$ cat src/rtl/uart_bridge_pkg.sv
// Shared definitions for the UART-to-bus debug bridge.
//   state_e      - main frame/bus sequencer states (debug-visible)
//   txq_state_e  - response transmit sequencer states (debug-visible)
//   ACK/NAK      - response status bytes
//   CMD_*        - default command bytes
//   byte counts  - address/data field length and response lengths
package uart_bridge_pkg;

    typedef enum logic [2:0] {
        S_IDLE = 3'd0,
        S_ADDR = 3'd1,
        S_DATA = 3'd2,
        S_BUS  = 3'd3,
        S_RESP = 3'd4,
        S_SEND = 3'd5
    } state_e;

    typedef enum logic [1:0] {
        TQ_IDLE  = 2'd0,
        TQ_ISSUE = 2'd1,
        TQ_WAIT  = 2'd2
    } txq_state_e;

    localparam logic [7:0] ACK               = 8'h06;
    localparam logic [7:0] NAK               = 8'h15;
    localparam logic [7:0] CMD_WRITE_DEFAULT = 8'h57;
    localparam logic [7:0] CMD_READ_DEFAULT  = 8'h52;

    // Address and data fields are 4 bytes each; the 2-bit field counter
    // wraps after the last one.
    localparam logic [1:0] FIELD_LAST       = 2'd3;
    // Response lengths: status byte alone, or status plus 4 read-data bytes.
    localparam logic [2:0] RESP_BYTES_SHORT = 3'd1;
    localparam logic [2:0] RESP_BYTES_READ  = 3'd5;

endpackage

$ cat src/rtl/uart_bridge_txq.sv
// Response transmit queue: a 5-byte shift register that feeds the UART
// transmitter one byte at a time, LSB byte of the payload first.
//   load/nbytes/payload - capture a response of nbytes (1..5) bytes; ignored unless idle
//   tx_busy/tx_done     - transmitter status and end-of-byte pulse
//   tx_data/tx_valid    - byte and one-cycle send request
//   idle                - no response in flight
//   dbg_state           - sequencer state
// Handshake: tx_valid pulses for one cycle only after a cycle with tx_busy=0;
// tx_data then stays put until the transmitter pulses tx_done.
module uart_bridge_txq
    import uart_bridge_pkg::*;
(
    input  logic        clk,
    input  logic        nReset,
    input  logic        load,
    input  logic [2:0]  nbytes,
    input  logic [39:0] payload,
    input  logic        tx_busy,
    input  logic        tx_done,
    output logic [7:0]  tx_data,
    output logic        tx_valid,
    output logic        idle,
    output logic [1:0]  dbg_state
);

    txq_state_e  state_q, state_d;
    logic [39:0] sreg_q, sreg_d;
    logic [2:0]  left_q, left_d;
    logic        tx_valid_q, tx_valid_d;

    always_comb begin
        state_d    = state_q;
        sreg_d     = sreg_q;
        left_d     = left_q;
        tx_valid_d = 1'b0;
        case (state_q)
            TQ_IDLE: begin
                if (load) begin
                    sreg_d = payload;
                    left_d = nbytes;
                    // Request the first byte straight from the load cycle so
                    // the response costs no extra cycle when the line is free.
                    if (!tx_busy) begin
                        tx_valid_d = 1'b1;
                        state_d    = TQ_WAIT;
                    end else begin
                        state_d    = TQ_ISSUE;
                    end
                end
            end
            TQ_ISSUE: begin
                if (!tx_busy) begin
                    tx_valid_d = 1'b1;
                    state_d    = TQ_WAIT;
                end
            end
            TQ_WAIT: begin
                if (tx_done) begin
                    sreg_d = {8'h00, sreg_q[39:8]};
                    left_d = left_q - 3'd1;
                    state_d = (left_q == 3'd1) ? TQ_IDLE : TQ_ISSUE;
                end
            end
            default: state_d = TQ_IDLE;
        endcase
    end

    always_ff @(posedge clk or negedge nReset) begin
        if (!nReset) begin
            state_q    <= TQ_IDLE;
            sreg_q     <= '0;
            left_q     <= '0;
            tx_valid_q <= 1'b0;
        end else begin
            state_q    <= state_d;
            sreg_q     <= sreg_d;
            left_q     <= left_d;
            tx_valid_q <= tx_valid_d;
        end
    end

    assign tx_data   = sreg_q[7:0];
    assign tx_valid  = tx_valid_q;
    assign idle      = (state_q == TQ_IDLE);
    assign dbg_state = state_q;

endmodule

$ cat src/rtl/uart_bus_master.sv
// UART debug bridge acting as bus master.
// Parses frames from the UART receiver:
//   write: CMD_WRITE a0 a1 a2 a3 d0 d1 d2 d3   -> reply ACK
//   read : CMD_READ  a0 a1 a2 a3               -> reply ACK r0 r1 r2 r3
// (little-endian fields); replies NAK alone on bus error, unknown command or
// receive framing error. A frame idle for TIMEOUT_CYCLES is silently dropped.
// Ports:
//   clk, nReset                  - clock, async active-low reset
//   rx_data/rx_done/rx_err       - receiver byte, byte strobe, framing error
//   tx_data/tx_valid/tx_busy/tx_done - transmitter interface
//   wen/ren/addr/wdata/strobe    - bus request (single word, all byte lanes)
//   rdata/error/request_stall    - bus response; transfer ends on first cycle with request_stall=0
//   dbg_state/dbg_txq_state      - sequencer states
module uart_bus_master
    import uart_bridge_pkg::*;
#(
    parameter int unsigned TIMEOUT_CYCLES = 100000,
    parameter logic [7:0]  CMD_WRITE      = CMD_WRITE_DEFAULT,
    parameter logic [7:0]  CMD_READ       = CMD_READ_DEFAULT
) (
    input  logic        clk,
    input  logic        nReset,
    input  logic [7:0]  rx_data,
    input  logic        rx_done,
    input  logic        rx_err,
    output logic [7:0]  tx_data,
    output logic        tx_valid,
    input  logic        tx_busy,
    input  logic        tx_done,
    output logic        wen,
    output logic        ren,
    output logic [31:0] addr,
    output logic [31:0] wdata,
    output logic [3:0]  strobe,
    input  logic [31:0] rdata,
    input  logic        error,
    input  logic        request_stall,
    output logic [2:0]  dbg_state,
    output logic [1:0]  dbg_txq_state
);

    localparam int TW = $clog2(TIMEOUT_CYCLES + 1);

    state_e         state_q, state_d;
    logic           is_write_q, is_write_d;
    logic           nak_q, nak_d;
    logic [1:0]     cnt_q, cnt_d;
    logic [TW-1:0]  to_q, to_d;
    logic [31:0]    addr_q, addr_d;
    logic [31:0]    wdata_q, wdata_d;
    logic [31:0]    rdata_q, rdata_d;
    logic           wen_q, wen_d;
    logic           ren_q, ren_d;

    logic           txq_load;
    logic [2:0]     txq_nbytes;
    logic [39:0]    txq_payload;
    logic           txq_idle;

    always_comb begin
        state_d     = state_q;
        is_write_d  = is_write_q;
        nak_d       = nak_q;
        cnt_d       = cnt_q;
        to_d        = to_q;
        addr_d      = addr_q;
        wdata_d     = wdata_q;
        rdata_d     = rdata_q;
        wen_d       = wen_q;
        ren_d       = ren_q;
        txq_load    = 1'b0;
        txq_nbytes  = RESP_BYTES_SHORT;
        txq_payload = {32'h0, ACK};
        case (state_q)
            S_IDLE: begin
                cnt_d = '0;
                to_d  = '0;
                // rx_err outranks a simultaneous rx_done.
                if (rx_err) begin
                    nak_d   = 1'b1;
                    state_d = S_RESP;
                end else if (rx_done) begin
                    if (rx_data == CMD_WRITE || rx_data == CMD_READ) begin
                        is_write_d = (rx_data == CMD_WRITE);
                        nak_d      = 1'b0;
                        state_d    = S_ADDR;
                    end else begin
                        nak_d   = 1'b1;
                        state_d = S_RESP;
                    end
                end
            end
            S_ADDR, S_DATA: begin
                if (rx_err) begin
                    nak_d   = 1'b1;
                    state_d = S_RESP;
                end else if (rx_done) begin
                    to_d  = '0;
                    cnt_d = cnt_q + 2'd1;
                    // Shift in from the top so byte 0 ends up in bits [7:0].
                    if (state_q == S_ADDR) addr_d  = {rx_data, addr_q[31:8]};
                    else                   wdata_d = {rx_data, wdata_q[31:8]};
                    if (cnt_q == FIELD_LAST) begin
                        if (state_q == S_ADDR && is_write_q) begin
                            state_d = S_DATA;
                        end else begin
                            // Request goes out on the first BUS cycle.
                            state_d = S_BUS;
                            wen_d   = is_write_q;
                            ren_d   = !is_write_q;
                        end
                    end
                end else if (to_q == TW'(TIMEOUT_CYCLES)) begin
                    to_d    = '0;
                    state_d = S_IDLE;
                end else begin
                    to_d = to_q + 1'b1;
                end
            end
            S_BUS: begin
                if (!request_stall) begin
                    wen_d   = 1'b0;
                    ren_d   = 1'b0;
                    rdata_d = rdata;
                    nak_d   = error;
                    state_d = S_RESP;
                end
            end
            S_RESP: begin
                txq_load = 1'b1;
                if (nak_q) begin
                    txq_payload = {32'h0, NAK};
                end else if (!is_write_q) begin
                    txq_nbytes  = RESP_BYTES_READ;
                    txq_payload = {rdata_q, ACK};
                end
                state_d = S_SEND;
            end
            S_SEND: begin
                if (txq_idle) state_d = S_IDLE;
            end
            default: state_d = S_IDLE;
        endcase
    end

    always_ff @(posedge clk or negedge nReset) begin
        if (!nReset) begin
            state_q    <= S_IDLE;
            is_write_q <= 1'b0;
            nak_q      <= 1'b0;
            cnt_q      <= '0;
            to_q       <= '0;
            addr_q     <= '0;
            wdata_q    <= '0;
            rdata_q    <= '0;
            wen_q      <= 1'b0;
            ren_q      <= 1'b0;
        end else begin
            state_q    <= state_d;
            is_write_q <= is_write_d;
            nak_q      <= nak_d;
            cnt_q      <= cnt_d;
            to_q       <= to_d;
            addr_q     <= addr_d;
            wdata_q    <= wdata_d;
            rdata_q    <= rdata_d;
            wen_q      <= wen_d;
            ren_q      <= ren_d;
        end
    end

    uart_bridge_txq u_txq (
        .clk       (clk),
        .nReset    (nReset),
        .load      (txq_load),
        .nbytes    (txq_nbytes),
        .payload   (txq_payload),
        .tx_busy   (tx_busy),
        .tx_done   (tx_done),
        .tx_data   (tx_data),
        .tx_valid  (tx_valid),
        .idle      (txq_idle),
        .dbg_state (dbg_txq_state)
    );

    assign wen       = wen_q;
    assign ren       = ren_q;
    assign addr      = addr_q;
    assign wdata     = wdata_q;
    assign strobe    = 4'hF;
    assign dbg_state = state_q;

endmodule

$ cat config.mk
export PLATFORM = sky130hd
export DESIGN_NAME = uart_bus_master
export DESIGN_NICKNAME = d
export VERILOG_FILES = /design/src/rtl/uart_bridge_pkg.sv /design/src/rtl/uart_bridge_txq.sv /design/src/rtl/uart_bus_master.sv
export SDC_FILE = /design/constraint.sdc
export NUM_CORES = 1
export LEC_CHECK = 0
export BUFFER_PORTS_ARGS = -buffer_cell sky130_fd_sc_hd__buf_2
export CAP_MARGIN = 0
export CORE_MARGIN = 2
export CORE_UTILIZATION = 50
export CTS_BUF_LIST = sky130_fd_sc_hd__clkbuf_4 sky130_fd_sc_hd__clkbuf_8 sky130_fd_sc_hd__clkbuf_16
export DETAILED_ROUTE_END_ITERATION = 10
export GPL_TIMING_DRIVEN = 1
export PLACE_DENSITY = 0.76
export SLEW_MARGIN = 20
export SYNTH_ARGS = -nofsm -noshare
export SYNTH_HDL_FRONTEND = slang
export SYNTH_SLANG_ARGS = --single-unit
$ cat constraint.sdc
create_clock -name clk -period 2 [get_ports clk]
set_input_delay 0.1 -clock clk [delete_from_list [all_inputs] [get_ports clk]]
set_output_delay 0.1 -clock clk [all_outputs]
set_load 0.01 [all_outputs]
After elaboration in Yosys (flattened, before gate mapping)

Cells that the tools add are included.

Flip-flop bits (word level): 168
Bits of input ports: 48
Output and inout bits: 84

Add/sub/neg operators: 3
Equality and inequality tests: 25
Multiplexer cells: 57
Bitwise logic cells: 3
Reductions and logical operators: 21

Operators with widths:

| kind                  | count |
|---|---|
| $mux 40               | 5 |
| $pmux 40 s2           | 1 |
| $mux 17               | 3 |
| $mux 3                | 14 |
| $pmux 17 s2           | 1 |
| $ne 2x2->1 const B    | 10 |
| $mux 1                | 19 |
| $add 17x1->17 const B | 1 |
| $eq 17x17->1 const B  | 1 |
| $eq 8x7->1 const B    | 2 |
| $reduce_and 4->1      | 4 |
| $pmux 3 s5            | 1 |
| $mux 2                | 6 |
| $reduce_and 3->1      | 3 |
| $ne 4x4->1 const B    | 2 |
| $eq 3x1->1 const B    | 2 |
| $eq 3x2->1 const B    | 2 |
| $eq 3x3->1 const B    | 2 |
| $pmux 1 s2            | 3 |
| $pmux 2 s3            | 1 |
| $pmux 3 s2            | 1 |
| $reduce_and 6->1      | 1 |
| $reduce_bool 2->1     | 3 |
| $reduce_and 5->1      | 1 |
| other kinds (16)      | 20 |

Logic depth before layout (Yosys ltp)

Gate-level depths: netlist of run 1.

Depth in word-level cells: 7
Gate-level depth with buffers: 9
Depth with buffers taken out: 7

Cells and area by module

A second synthesis of run 1 with hierarchy kept.

Cells, all modules: 591
Area total of the unflattened synthesis: 7,928.9 µm²

Modules (own cells, without submodules):

| module          | instances | cells an instance | area an instance (µm²) | sequential area each (µm²) |
|---|---|---|---|---|
| uart_bus_master | 1         | 425               | 5,406.4                | 3,052.9 |
| uart_bridge_txq | 1         | 166               | 2,522.4                | 1,151.1 |

Worst setup path after synthesis of run 1

Ideal clock, no wire load.

Kind: register to register
Start: reg state_q[1], in the netlist dbg_state[1]
End: reg state_q[0], in the netlist dbg_state[0]
Library setup time: 128 ps
Arrival: 1,842 ps
Data required time: 1,872 ps
Path slack: 31 ps
Stages on the path, launching flop included: 6
Buffers on the path: 1
Period minus slack after synthesis: 1,969 ps
Path through: dfrtp_1 -> buf_2 -> maj3_2 -> or2_2 -> o21ai_1 -> mux2_1

Word-level cells in the longest chain between the ends: 7
Elaborated cells between the ends (all ways): 19
Those cells by class: 10 x eq/ne; 5 x mux; 4 x reduce/logical

RTL lines:

| item                   | RTL line                                      | source |
|---|---|---|
| from (decl)            | uart_bus_master.sv:44                         | `state_e state_q, state_d;` |
| from (signal assigned) | uart_bus_master.sv:159                        | `state_q <= state_d;` |
| $eq 3x1->1             | uart_bus_master.sv:74, uart_bus_master.sv:104 |  |
| $logic_and 1x1->1      | uart_bus_master.sv:104                        | `if (state_q == S_ADDR && is_write_q) begin` |
| $mux 1                 | uart_bus_master.sv:104                        |  |
| $mux 3                 | uart_bus_master.sv:103                        | `if (cnt_q == FIELD_LAST) begin` |
| $mux 3                 | uart_bus_master.sv:97                         | `end else if (rx_done) begin` |
| $mux 3                 | uart_bus_master.sv:94                         | `if (rx_err) begin` |
| $pmux 3 s5             | uart_bus_master.sv:74                         | `case (state_q)` |

Parallel ways exist; a longest one is shown, timed or not. The select of a mux whose other input is x is not followed.
A chain may end at the register's enable or synchronous reset.

Worst setup path in the final report of run 1

Start: reg to_q[4]
End: reg state_q[1], in the netlist dbg_state[1]

Word-level cells in the longest chain between the ends: 3

RTL lines:

| item                       | RTL line               | source |
|---|---|---|
| from (decl)                | uart_bus_master.sv:48  | `logic [TW-1:0] to_q, to_d;` |
| from (signal assigned)     | uart_bus_master.sv:163 | `to_q <= to_d;` |
| $eq 17x17->1               | uart_bus_master.sv:113 | `end else if (to_q == TW'(TIMEOUT_CYCLES)) begin` |
| $ne 4x4->1 (no line)       | -                      |  |
| $reduce_and 5->1 (no line) | -                      |  |

Every way passes these cells.

==> results.yml, run 1 <==
run_status:
  outcome: "finished clean"
power:
  pwr-share-seq_pct: 42.5
  max-vdd-ir-drop_v: 0.000768
  swShare_pct: 34.0
  total_switching_power_mw: 4.45
  power_frac_clock_pct: 25.5
  power-per-cell-area_nw_per_um2: 1430
  intPower_mw: 8.66
  power.share.combinational_pct: 32.0
  leakage_nw: 4.59
clock_network:
  clock_sinks: 168
  worst_skew_pair.late_latency_ns: 0.43
  h-tree-depth: 4
  cts_tree: "built"
  path_clk_slew_ns: 0.07
  cts_made_buffers: 17
  number_of_buffers_on_the_longest_clock_path: 2
  cts_root_buf: "sky130_fd_sc_hd__clkbuf_16"
floorplan:
  die_area_sq_um: 15200
  row_count: 43
  ios: 132
  std_cell_core_area_sq_um: 13900
  start_util_pct: 51.3
  chipHeight_microns: 123
  die_width_microns: 123
sta:
  hold_ws_ns: 0.0736
  report.final.setup_viol: 0
  period_utilization_post_route_pct: 96.0
  timing_max_transition_violations_final: 0
  fin_worst_skew_ns: 0.00781
  worst_slew_margin_rel_pct: 59.5
  final_critical_delay_including_setup_and_external_delays_ns: 1.92
  finalHoldViolCount: 0
  post-route-worst-setup-slack_ns: 0.0790
  timing.fmax_mhz: 521
  worstMarginPinSlew_ns: 0.607
run:
  max_cap_viol_count: 0
finish:
  diode_count: 0
  area_growth_pct: 28.4
  postLayoutCoreUtil_pct: 65.8
  finish.net_count: 783
  final_layout_size_suffix_gt1_share_pct: 40.4
  final_cell_count_no_fill: 923
  finish.instance_area_sq_um: 9140
critical_path:
  critPathMaxFanout: 3
  critical_path_cell_by_cell: "or4_1, nor4_2, or2_1, o21ai_2, buf_4, a22o_1"
  critical_path.max_stage_delay_ns: 0.54
  critPathKind: "reg2reg"
  cp-start-kind: "flip-flop"
  timing.critical_path.arrival_ns: 2.23
  worst_ep_required_time_ns: 2.31
  end_kind: "flip-flop"
  worst_path_max_delay_cell: "sky130_fd_sc_hd__or4_1"
  rrSetupSlack_ns: 0.08
synth:
  async_reset_ff_share_pct: 100
  synth.yosys.seq_area_share_pct: 59.1
  count_of_unique_library_cells_instantiated_by_yosys: 51
  syn_inst: 550
  yosysWarningCount: 0
  netlist_area_sq_um: 7120
  synth_seq_cells: 168
  dominantRegCellSynth: "sky130_fd_sc_hd__dfrtp_1"
  syn_area_per_cell_sq_um: 12.9
  synth_enable_flop_cells: 0
place:
  dpl-instance-area_sq_um: 8040
  dpl.cell_count: 843
  place.detailed.hpwl_microns: 10600
  port_buffers: 127
  placement.setup.worst_slack_ns: 0.0464
  place.gp.congestion: 0.900
global_routing:
  gr-usage-all-layers_pct: 23.0
  grt_start_max_net_pins: 64
  number_of_global_route_vias_before_repair: 5213
  overflow_left_after_global_routing: 0
  grt_antenna_before_repair: 0
  global_route_wire_length_before_repair_microns: 26800
routing:
  routed-via-count: 5087
  dr.first_iter.drc_count: 353
  drt_pass1_iterations: 4
  detail_route.drc_violations: 0
  route.antenna.remaining_nets: 0
  vias_per_cell: 5.51
  drt_wl_total_microns: 16500
  routedWlPerCell_microns: 17.9
min_path:
  hp-class: "in2reg"
worst max-delay path: cells and delay by family (launching register included):
family	cells	cell delay, ns
AND/OR/NAND/NOR	3	0.99
flip-flops	1	0.41
AO/OA/AOI/OAI	2	0.25
buffers and inverters	1	0.16
cell type report:
type / count / area, sq um
well taps: 180 / 225
fillers: 1012 / 4740
inverters: 8 / 30.0
multi-input cells: 335 / 2680
clock inverters: 14 / 163
flip-flops and latches: 168 / 4210
repair buffers: 200 / 1390
clock buffers: 18 / 439
through the flow:
step	power [mW]	TNS (ns)
2_1_floorplan	7.93	0
3_3_place_gp	9.42	0
3_5_place_dp	9.66	0
4_1_cts	13.1	0
5_1_grt	13.8	-0.00592
6_report	13.1	0
layout by cell type (no fill, tap or decap), types with 3 or more instances in the layout:
master / count
sky130_fd_sc_hd__nor2b_1: 3
sky130_fd_sc_hd__nand3_1: 15
sky130_fd_sc_hd__o22ai_1: 5
sky130_fd_sc_hd__nor2_2: 3
sky130_fd_sc_hd__a22o_1: 7
sky130_fd_sc_hd__ha_1: 5
sky130_fd_sc_hd__buf_4: 20
sky130_fd_sc_hd__o2bb2ai_1: 3
sky130_fd_sc_hd__mux2_2: 96
sky130_fd_sc_hd__xor2_1: 11
sky130_fd_sc_hd__clkinv_4: 3
sky130_fd_sc_hd__xnor2_1: 6
sky130_fd_sc_hd__buf_12: 7
sky130_fd_sc_hd__conb_1: 4
sky130_fd_sc_hd__or3_1: 3
sky130_fd_sc_hd__nand4_1: 5
sky130_fd_sc_hd__o21ai_0: 7
sky130_fd_sc_hd__buf_2: 126
sky130_fd_sc_hd__and3_1: 25
sky130_fd_sc_hd__dlygate4sd3_1: 45
sky130_fd_sc_hd__or4_1: 4
sky130_fd_sc_hd__inv_6: 6
sky130_fd_sc_hd__a221o_1: 27
sky130_fd_sc_hd__clkbuf_16: 17
sky130_fd_sc_hd__nor2_1: 29
sky130_fd_sc_hd__inv_1: 8
sky130_fd_sc_hd__nand2_1: 34
sky130_fd_sc_hd__a21oi_1: 4
sky130_fd_sc_hd__dfrtp_1: 167
sky130_fd_sc_hd__nand2b_1: 6
cell usage after synthesis (5+ instances only):
cell                       count  area, sq um
sky130_fd_sc_hd__dfrtp_1     168         4200
sky130_fd_sc_hd__a22o_1        7         61.3
sky130_fd_sc_hd__mux2_2       96         1080
sky130_fd_sc_hd__inv_1         8         30.0
sky130_fd_sc_hd__nand4_1       5         31.3
sky130_fd_sc_hd__ha_1          5         62.6
sky130_fd_sc_hd__clkbuf_1     15         56.3
sky130_fd_sc_hd__xnor2_1       6         52.6
sky130_fd_sc_hd__buf_2        10         50.1
sky130_fd_sc_hd__buf_4        15          113
sky130_fd_sc_hd__o21ai_0       7         35.0
sky130_fd_sc_hd__o22ai_1       5         31.3
sky130_fd_sc_hd__xor2_1       11         96.3
sky130_fd_sc_hd__and3_1       25          156
sky130_fd_sc_hd__a221o_1      27          270
sky130_fd_sc_hd__nand2b_1      6         37.5
sky130_fd_sc_hd__nand3_1      15         75.1
sky130_fd_sc_hd__nand2_1      34          128
sky130_fd_sc_hd__nor2_1       31          116
registers in the layout, summed over array words and instances, names as in the netlist:
name             flops
u_txq.dbg_state      2
is_write_q           1
wen                  1
cnt_q                2
ren                  1
addr                32
wdata               32
rdata_q             32
u_txq.tx_valid       1
nak_q                1
to_q                17
u_txq.left_q         3
u_txq.sreg_q        40
dbg_state            3
metal layers:
layer | vias up | GRT usage (%) | routed length (microns)
met5 | - | 0 | 0
met1 | 2602 | 28.6 | 6680
met3 | 25 | 5.35 | 765
li1 | 2330 | - | -
met2 | 130 | 39.3 | 8770
met4 | 0 | 8.03 | 333
kinds of logic (layout without fill, tap and decap cells):
group / after synthesis / count (layout) / share of synthesized area [%]
other cells: 1 / 4 / 0.0527
compound gates: 63 / 63 / 7.59
flops: 168 / 168 / 59.1
simple gates: 147 / 147 / 10.8
xor+xnor: 17 / 17 / 2.09
fa+ha+maj: 6 / 6 / 1.04
buf+inv: 50 / 240 / 3.81
mux: 98 / 98 / 15.5
power by group through the flow:
| stage | Sequential (mW) | Combinational [mW] | Clock [mW] |
|---|---|---|---|
| 6_report | 5.57 | 4.20 | 3.34 |
| 5_1_grt | 5.72 | 4.56 | 3.56 |
| 4_1_cts | 5.55 | 4.17 | 3.38 |
| 3_5_place_dp | 5.59 | 4.07 | 0 |
| 3_3_place_gp | 5.50 | 3.92 | 0 |
| 2_1_floorplan | 5.63 | 2.30 | 0 |
final timing paths:
| path | depth (start not counted) | from | endpoint |
|---|---|---|---|
| min in group asynchronous | 2 | nReset | u_txq.sreg_q[3] |
| hold reg to reg | 2 | u_txq.sreg_q[39] | u_txq.sreg_q[39] |
| max in group asynchronous | 3 | nReset | u_txq.sreg_q[29] |
| hold / removal | 3 | error | nak_q |
| setup / recovery | 6 | to_q[4] | dbg_state[1] |
| setup reg to reg | 6 | to_q[4] | dbg_state[1] |
timing repair:
item,CTS,global route
endpoints found under the setup margin,0,26
hold buffers,45,0
hold endpoints to repair,110,0
setup buffers,0,3
gates resized for setup,0,6
No activity file was read; power rests on OpenSTA's default activity.
==> inputs of run 2 (changes only) <==
--- a/constraint.sdc
+++ b/constraint.sdc
@@ -3,2 +3,2 @@
 set_output_delay 0.1 -clock clk [all_outputs]
-set_load 0.01 [all_outputs]
+set_load 0.02 [all_outputs]
==> results.yml, run 2 (synthesized netlist as in run 1, its figures left out) <==
run_status:
  outcome: "finished clean"
power:
  report.power.total_mw: 13.4
  power.share.combinational_pct: 34.8
  swShare_pct: 36.1
  intPower_mw: 8.54
  max-vdd-ir-drop_v: 0.000860
  leakage_nw: 4.56
  power-per-cell-area_nw_per_um2: 1470
  pwr-share-seq_pct: 41.7
  power_frac_clock_pct: 23.5
  total_switching_power_mw: 4.83
min_path:
  min-delay-start: "error"
  hp-class: "in2reg"
  hold_depth: 3
  whs_endpoint: "nak_q"
finish:
  area_growth_pct: 27.9
  diode_count: 0
  layout.cells.most_common: "sky130_fd_sc_hd__dfrtp_1"
  finish.net_count: 778
  top_register: "u_txq.sreg_q"
  final_cell_count_no_fill: 918
  largest_register_ff_count: 40
  finish.instance_area_sq_um: 9100
  postLayoutCoreUtil_pct: 65.6
  most_frequent_cells_in_the_layout: "sky130_fd_sc_hd__dfrtp_1 (165), sky130_fd_sc_hd__buf_2 (126), sky130_fd_sc_hd__mux2_2 (96)"
  final_layout_size_suffix_gt1_share_pct: 40.2
global_routing:
  gr-usage-all-layers_pct: 21.7
  grt_start_max_net_pins: 65
  grt_antenna_before_repair: 0
  global_route_wire_length_before_repair_microns: 25500
  number_of_global_route_vias_before_repair: 5150
  overflow_left_after_global_routing: 0
sta:
  finalHoldViolCount: 0
  report.final.setup_viol: 0
  grt_setup_unrepaired: "yes"
  worstMarginPinSlew_ns: 0.600
  fin_worst_skew_ns: 0.00916
  timing_max_transition_violations_final: 0
  timing.fmax_mhz: 518
  period_utilization_post_route_pct: 96.5
  final_critical_delay_including_setup_and_external_delays_ns: 1.93
  worst_slew_margin_rel_pct: 60.0
floorplan:
  die_area_sq_um: 15200
  std_cell_core_area_sq_um: 13900
  chipHeight_microns: 123
  start_util_pct: 51.3
  die_width_microns: 123
  row_count: 43
  ios: 132
critical_path:
  critical_path_buf_inv_count: 1
  critPathKind: "reg2reg"
  reg2reg_to: "wdata[11]"
  crit_family: "simple AND/OR/NAND/NOR gates"
  worst_path_max_delay_cell: "sky130_fd_sc_hd__dfrtp_2"
  critPathMaxFanout: 32
  critical_path.max_stage_delay_ns: 0.46
  worst_ep_required_time_ns: 2.31
  critical_path_cell_by_cell: "xnor2_1, or3_1, nor2_2, buf_12, mux2_2"
  cp-start-kind: "flip-flop"
  end_kind: "flip-flop"
  rrSetupSlack_ns: 0.07
  critical_path.reg2reg.startpoint: "dbg_state[1]"
  timing.critical_path.arrival_ns: 2.24
  r2r_cells: 5
run:
  max_cap_viol_count: 0
routing:
  dr.first_iter.drc_count: 350
  drt_pass1_iterations: 4
  drt_wl_total_microns: 15700
  vias_per_cell: 5.46
  routed-via-count: 5013
  routedWlPerCell_microns: 17.1
  route.antenna.remaining_nets: 0
  detail_route.drc_violations: 0
clock_network:
  cts_made_buffers: 17
  h-tree-depth: 4
  path_clk_slew_ns: 0.06
  number_of_buffers_on_the_longest_clock_path: 2
  cts_root_buf: "sky130_fd_sc_hd__clkbuf_16"
  worst_skew_pair.late_latency_ns: 0.43
  cts_tree: "built"
  clock_sinks: 168
place:
  place.gp.congestion: 0.895
  place.detailed.hpwl_microns: 10400
  dpl-instance-area_sq_um: 8010
  port_buffers: 127
  dpl.cell_count: 837
-- run 2: routing by layer --
metal | vias to the layer above | routed length [microns] | share of wire, % | global-route usage (%)
met5 | - | 0 | 0 | 0
met4 | 0 | 366 | 2.3 | 8.52
met3 | 35 | 776 | 4.9 | 6.50
met2 | 122 | 8030 | 51 | 35.7
met1 | 2532 | 6540 | 42 | 27.0
li1 | 2324 | - | - | -
-- run 2: cell type report --
| cell class | count | area, sq um |
|---|---|---|
| Clock buffer | 19 | 453 |
| Sequential cell | 168 | 4210 |
| Inverter | 8 | 30.0 |
| Multi-Input combinational cell | 335 | 2700 |
| Fill cell | 1024 | 4780 |
| Clock inverter | 13 | 123 |
| Tap cell | 180 | 225 |
| Timing Repair Buffer | 195 | 1370 |
-- run 2: power by group through the flow --
stage                     clock network, mW  registers [mW]  logic, mW
after floorplan                           0            6.11       2.34
after CTS                              3.19            5.57       4.67
after detailed placement                  0            5.61       4.57
final                                  3.14            5.58       4.65
after global routing                   3.34            5.75       5.05
after global placement                    0            5.52       4.43
-- run 2: worst reg2reg max path, cell delays in order, from the launching register on --
cell and delay, ns:
sky130_fd_sc_hd__dfrtp_2 0.46, sky130_fd_sc_hd__xnor2_1 0.20, sky130_fd_sc_hd__or3_1 0.41, sky130_fd_sc_hd__nor2_2 0.15
sky130_fd_sc_hd__buf_12 0.22, sky130_fd_sc_hd__mux2_2 0.37
-- run 2: timing repair --
action | 4_1_cts | 5_1_grt
buffers inserted | 0 | 4
hold buffers | 45 | 0
hold endpoints to repair | 112 | 0
setup endpoints to repair | 0 | 34
resized for setup | 0 | 7
-- run 2: how the worst max path moves through the flow --
stage | startpoint | endpoint | slack (ns) | cells after the start
after floorplan | dbg_state[0] | dbg_state[0] | 0.02 | 5
after global placement | to_q[13] | dbg_state[0] | 0.08 | 5
after detailed placement | to_q[13] | dbg_state[0] | 0.04 | 5
after CTS | to_q[13] | dbg_state[0] | 0.02 | 5
after global routing | to_q[11] | dbg_state[0] | -0.01 | 5
final | dbg_state[1] | wdata[11] | 0.07 | 5
-- run 2: metrics by stage --
stage | setup slack [ns] | hold slack, ns | setup TNS, ns
final | 0.0695 | 0.0938 | 0
after global routing | -0.0108 | 0.159 | -0.0348
after CTS | 0.0227 | 0.0863 | 0
after detailed placement | 0.0417 | 0.137 | 0
after global placement | 0.0768 | 0.131 | 0
after floorplan | 0.0190 | -0.196 | 0
==> inputs of run 3 (changes only) <==
--- a/config.mk
+++ b/config.mk
@@ -9,4 +9,6 @@
 export CAP_MARGIN = 0
+export CELL_PAD_IN_SITES_DETAIL_PLACEMENT = 0
+export CELL_PAD_IN_SITES_GLOBAL_PLACEMENT = 1
 export CORE_MARGIN = 2
-export CORE_UTILIZATION = 50
+export CORE_UTILIZATION = 40
 export CTS_BUF_LIST = sky130_fd_sc_hd__clkbuf_4 sky130_fd_sc_hd__clkbuf_8 sky130_fd_sc_hd__clkbuf_16
@@ -14,3 +16,3 @@
 export GPL_TIMING_DRIVEN = 1
-export PLACE_DENSITY = 0.76
+export PLACE_DENSITY = 0.75
 export SLEW_MARGIN = 20
--- a/constraint.sdc
+++ b/constraint.sdc
@@ -3,2 +3,2 @@
 set_output_delay 0.1 -clock clk [all_outputs]
-set_load 0.02 [all_outputs]
+set_load 0.005 [all_outputs]
==> results.yml, run 3 (synthesized netlist as in run 1, its figures left out) <==
floorplan:
  std_cell_core_area_sq_um: 17400
  row_count: 48
  start_util_pct: 41.0
  die_area_sq_um: 18900
  die_width_microns: 137
  chipHeight_microns: 137
  ios: 132
finish:
  final_layout_size_suffix_gt1_share_pct: 41.4
  final_cell_count_no_fill: 965
  postLayoutCoreUtil_pct: 53.3
  diode_count: 0
  finish.net_count: 780
  layout.cells.most_common: "sky130_fd_sc_hd__dfrtp_1"
  most_frequent_cells_in_the_layout: "sky130_fd_sc_hd__dfrtp_1 (167), sky130_fd_sc_hd__buf_2 (126), sky130_fd_sc_hd__mux2_2 (95)"
  top_register: "u_txq.sreg_q"
  largest_register_ff_count: 40
  area_growth_pct: 30.0
  layout.filler_cells: 1484
sta:
  timing_max_transition_violations_final: 0
  period_utilization_post_route_pct: 97.6
  fin_worst_skew_ns: 0.00730
  fin_tns_setup_ns: 0
  timing.fmax_mhz: 512
  report.final.setup_viol: 0
  grt_setup_unrepaired: "yes"
  final_critical_delay_including_setup_and_external_delays_ns: 1.95
  finalHoldViolCount: 0
  post-route-worst-setup-slack_ns: 0.0471
  hold_ws_ns: 0.0241
place:
  port_buffers: 127
  place.gp.congestion: 0.854
  placement.setup.worst_slack_ns: 0.0183
  place.detailed.hpwl_microns: 10900
  dpl.cell_count: 887
clock_network:
  cts_made_buffers: 17
  h-tree-depth: 4
  number_of_buffers_on_the_longest_clock_path: 2
  cts_tree: "built"
  clock_sinks: 168
  path_clk_slew_ns: 0.07
  worst_skew_pair.late_latency_ns: 0.42
  cts_root_buf: "sky130_fd_sc_hd__clkbuf_16"
routing:
  dr.first_iter.drc_count: 257
  drt_pass1_iterations: 4
  routed-via-count: 4953
  routedWlPerCell_microns: 16.7
  route.antenna.remaining_nets: 0
  detail_route.drc_violations: 0
  drt_wl_total_microns: 16100
  vias_per_cell: 5.13
global_routing:
  number_of_global_route_vias_before_repair: 5093
  global_route_wire_length_before_repair_microns: 25900
  overflow_left_after_global_routing: 0
  met3_usage_pct: 4.45
  grt_start_max_net_pins: 63
  grt-busiest-layer: "met2"
  grt_antenna_before_repair: 0
  grt.met1_usage_pct: 24.3
  use_met2_pct: 28.0
  gr-usage-all-layers_pct: 17.8
critical_path:
  worst_ep_required_time_ns: 2.31
  cp-start-kind: "flip-flop"
  r2r_cells: 5
  rrSetupSlack_ns: 0.05
  critPathKind: "reg2reg"
  reg2reg_to: "dbg_state[0]"
  timing.critical_path.arrival_ns: 2.27
  critical_path.reg2reg.startpoint: "dbg_state[0]"
  end_kind: "flip-flop"
  critPathMaxFanout: 7
min_path:
  hold_depth: 3
  whs_endpoint: "is_write_q"
  hp-class: "in2reg"
  min-delay-start: "rx_data[2]"
run_status:
  outcome: "finished clean"
power:
  power-per-cell-area_nw_per_um2: 1390
  leakage_nw: 4.61
  max-vdd-ir-drop_v: 0.000659
run:
  max_cap_viol_count: 0
run 3: cell count changes in the layout (fill, tap and decap cells not counted), moves of 2 or more:
cell | previous run | this run
sky130_fd_sc_hd__clkinvlp_4 | 1 | 4
sky130_fd_sc_hd__dlygate4sd3_1 | 45 | 42
sky130_fd_sc_hd__buf_12 | 8 | 10
sky130_fd_sc_hd__mux2_4 | 0 | 2
sky130_fd_sc_hd__clkinv_4 | 6 | 2
sky130_fd_sc_hd__dfrtp_2 | 3 | 1
sky130_fd_sc_hd__buf_6 | 1 | 3
sky130_fd_sc_hd__dfrtp_1 | 165 | 167
run 3: how the worst max path moves through the flow:
stage / start / endpoint / slack [ns]
finish: dbg_state[0] / dbg_state[0] / 0.05
detailed placement: dbg_state[1] / dbg_state[0] / 0.02
global route: to_q[14] / to_q[0] / -0.04
global placement: dbg_state[1] / dbg_state[0] / 0.07
floorplan: dbg_state[1] / dbg_state[0] / 0.06
CTS: dbg_state[1] / dbg_state[0] / 0.01
run 3: worst max-delay path: stages, from the launching register on:
cell,delay [ns]
sky130_fd_sc_hd__dfrtp_1,0.43
sky130_fd_sc_hd__buf_4,0.19
sky130_fd_sc_hd__maj3_2,0.36
sky130_fd_sc_hd__or2_2,0.36
sky130_fd_sc_hd__o21ai_4,0.19
sky130_fd_sc_hd__mux2_4,0.31
run 3: what timing repair did:
item / in CTS / in global routing
setup buffers: 0 / 4
pin swaps: 0 / 4
resized for setup: 1 / 15
hold buffers: 42 / 0
endpoints found under the hold margin: 89 / 0
endpoints found under the setup margin: 1 / 19
run 3: layer usage:
layer  up-vias  part of all wire (%)
met3        15                   5.5
met5         -                     0
met2       127                    46
met1      2483                    47
met4         0                   1.2
li1       2328                     -
run 3: layout make-up:
class / count / area [sq um] / area share [%]
Clock buffer: 19 / 453 / 4.89
Clock inverter: 13 / 144 / 1.55
Inverter: 8 / 30.0 / 0.324
Multi-Input combinational cell: 335 / 2740 / 29.6
Sequential cell: 168 / 4210 / 45.4
Tap cell: 225 / 282 / 3.04
Timing Repair Buffer: 197 / 1410 / 15.2
run 3: power by group:
part / leakage [nW] / switching, mW / internal, mW
logic: 2.11 / 1.83 / 2.18
clock network: 0.282 / 1.37 / 1.92
registers: 2.22 / 0.862 / 4.67
total: 4.61 / 4.06 / 8.77
run 3: per-stage QoR:
step                      area [sq um]  power (mW)
after floorplan                   7130        7.67
after global placement            8130        9.26
after detailed placement          8130        9.44
after CTS                         9150        12.8
after global routing              9250        13.6
final                             9250        12.8
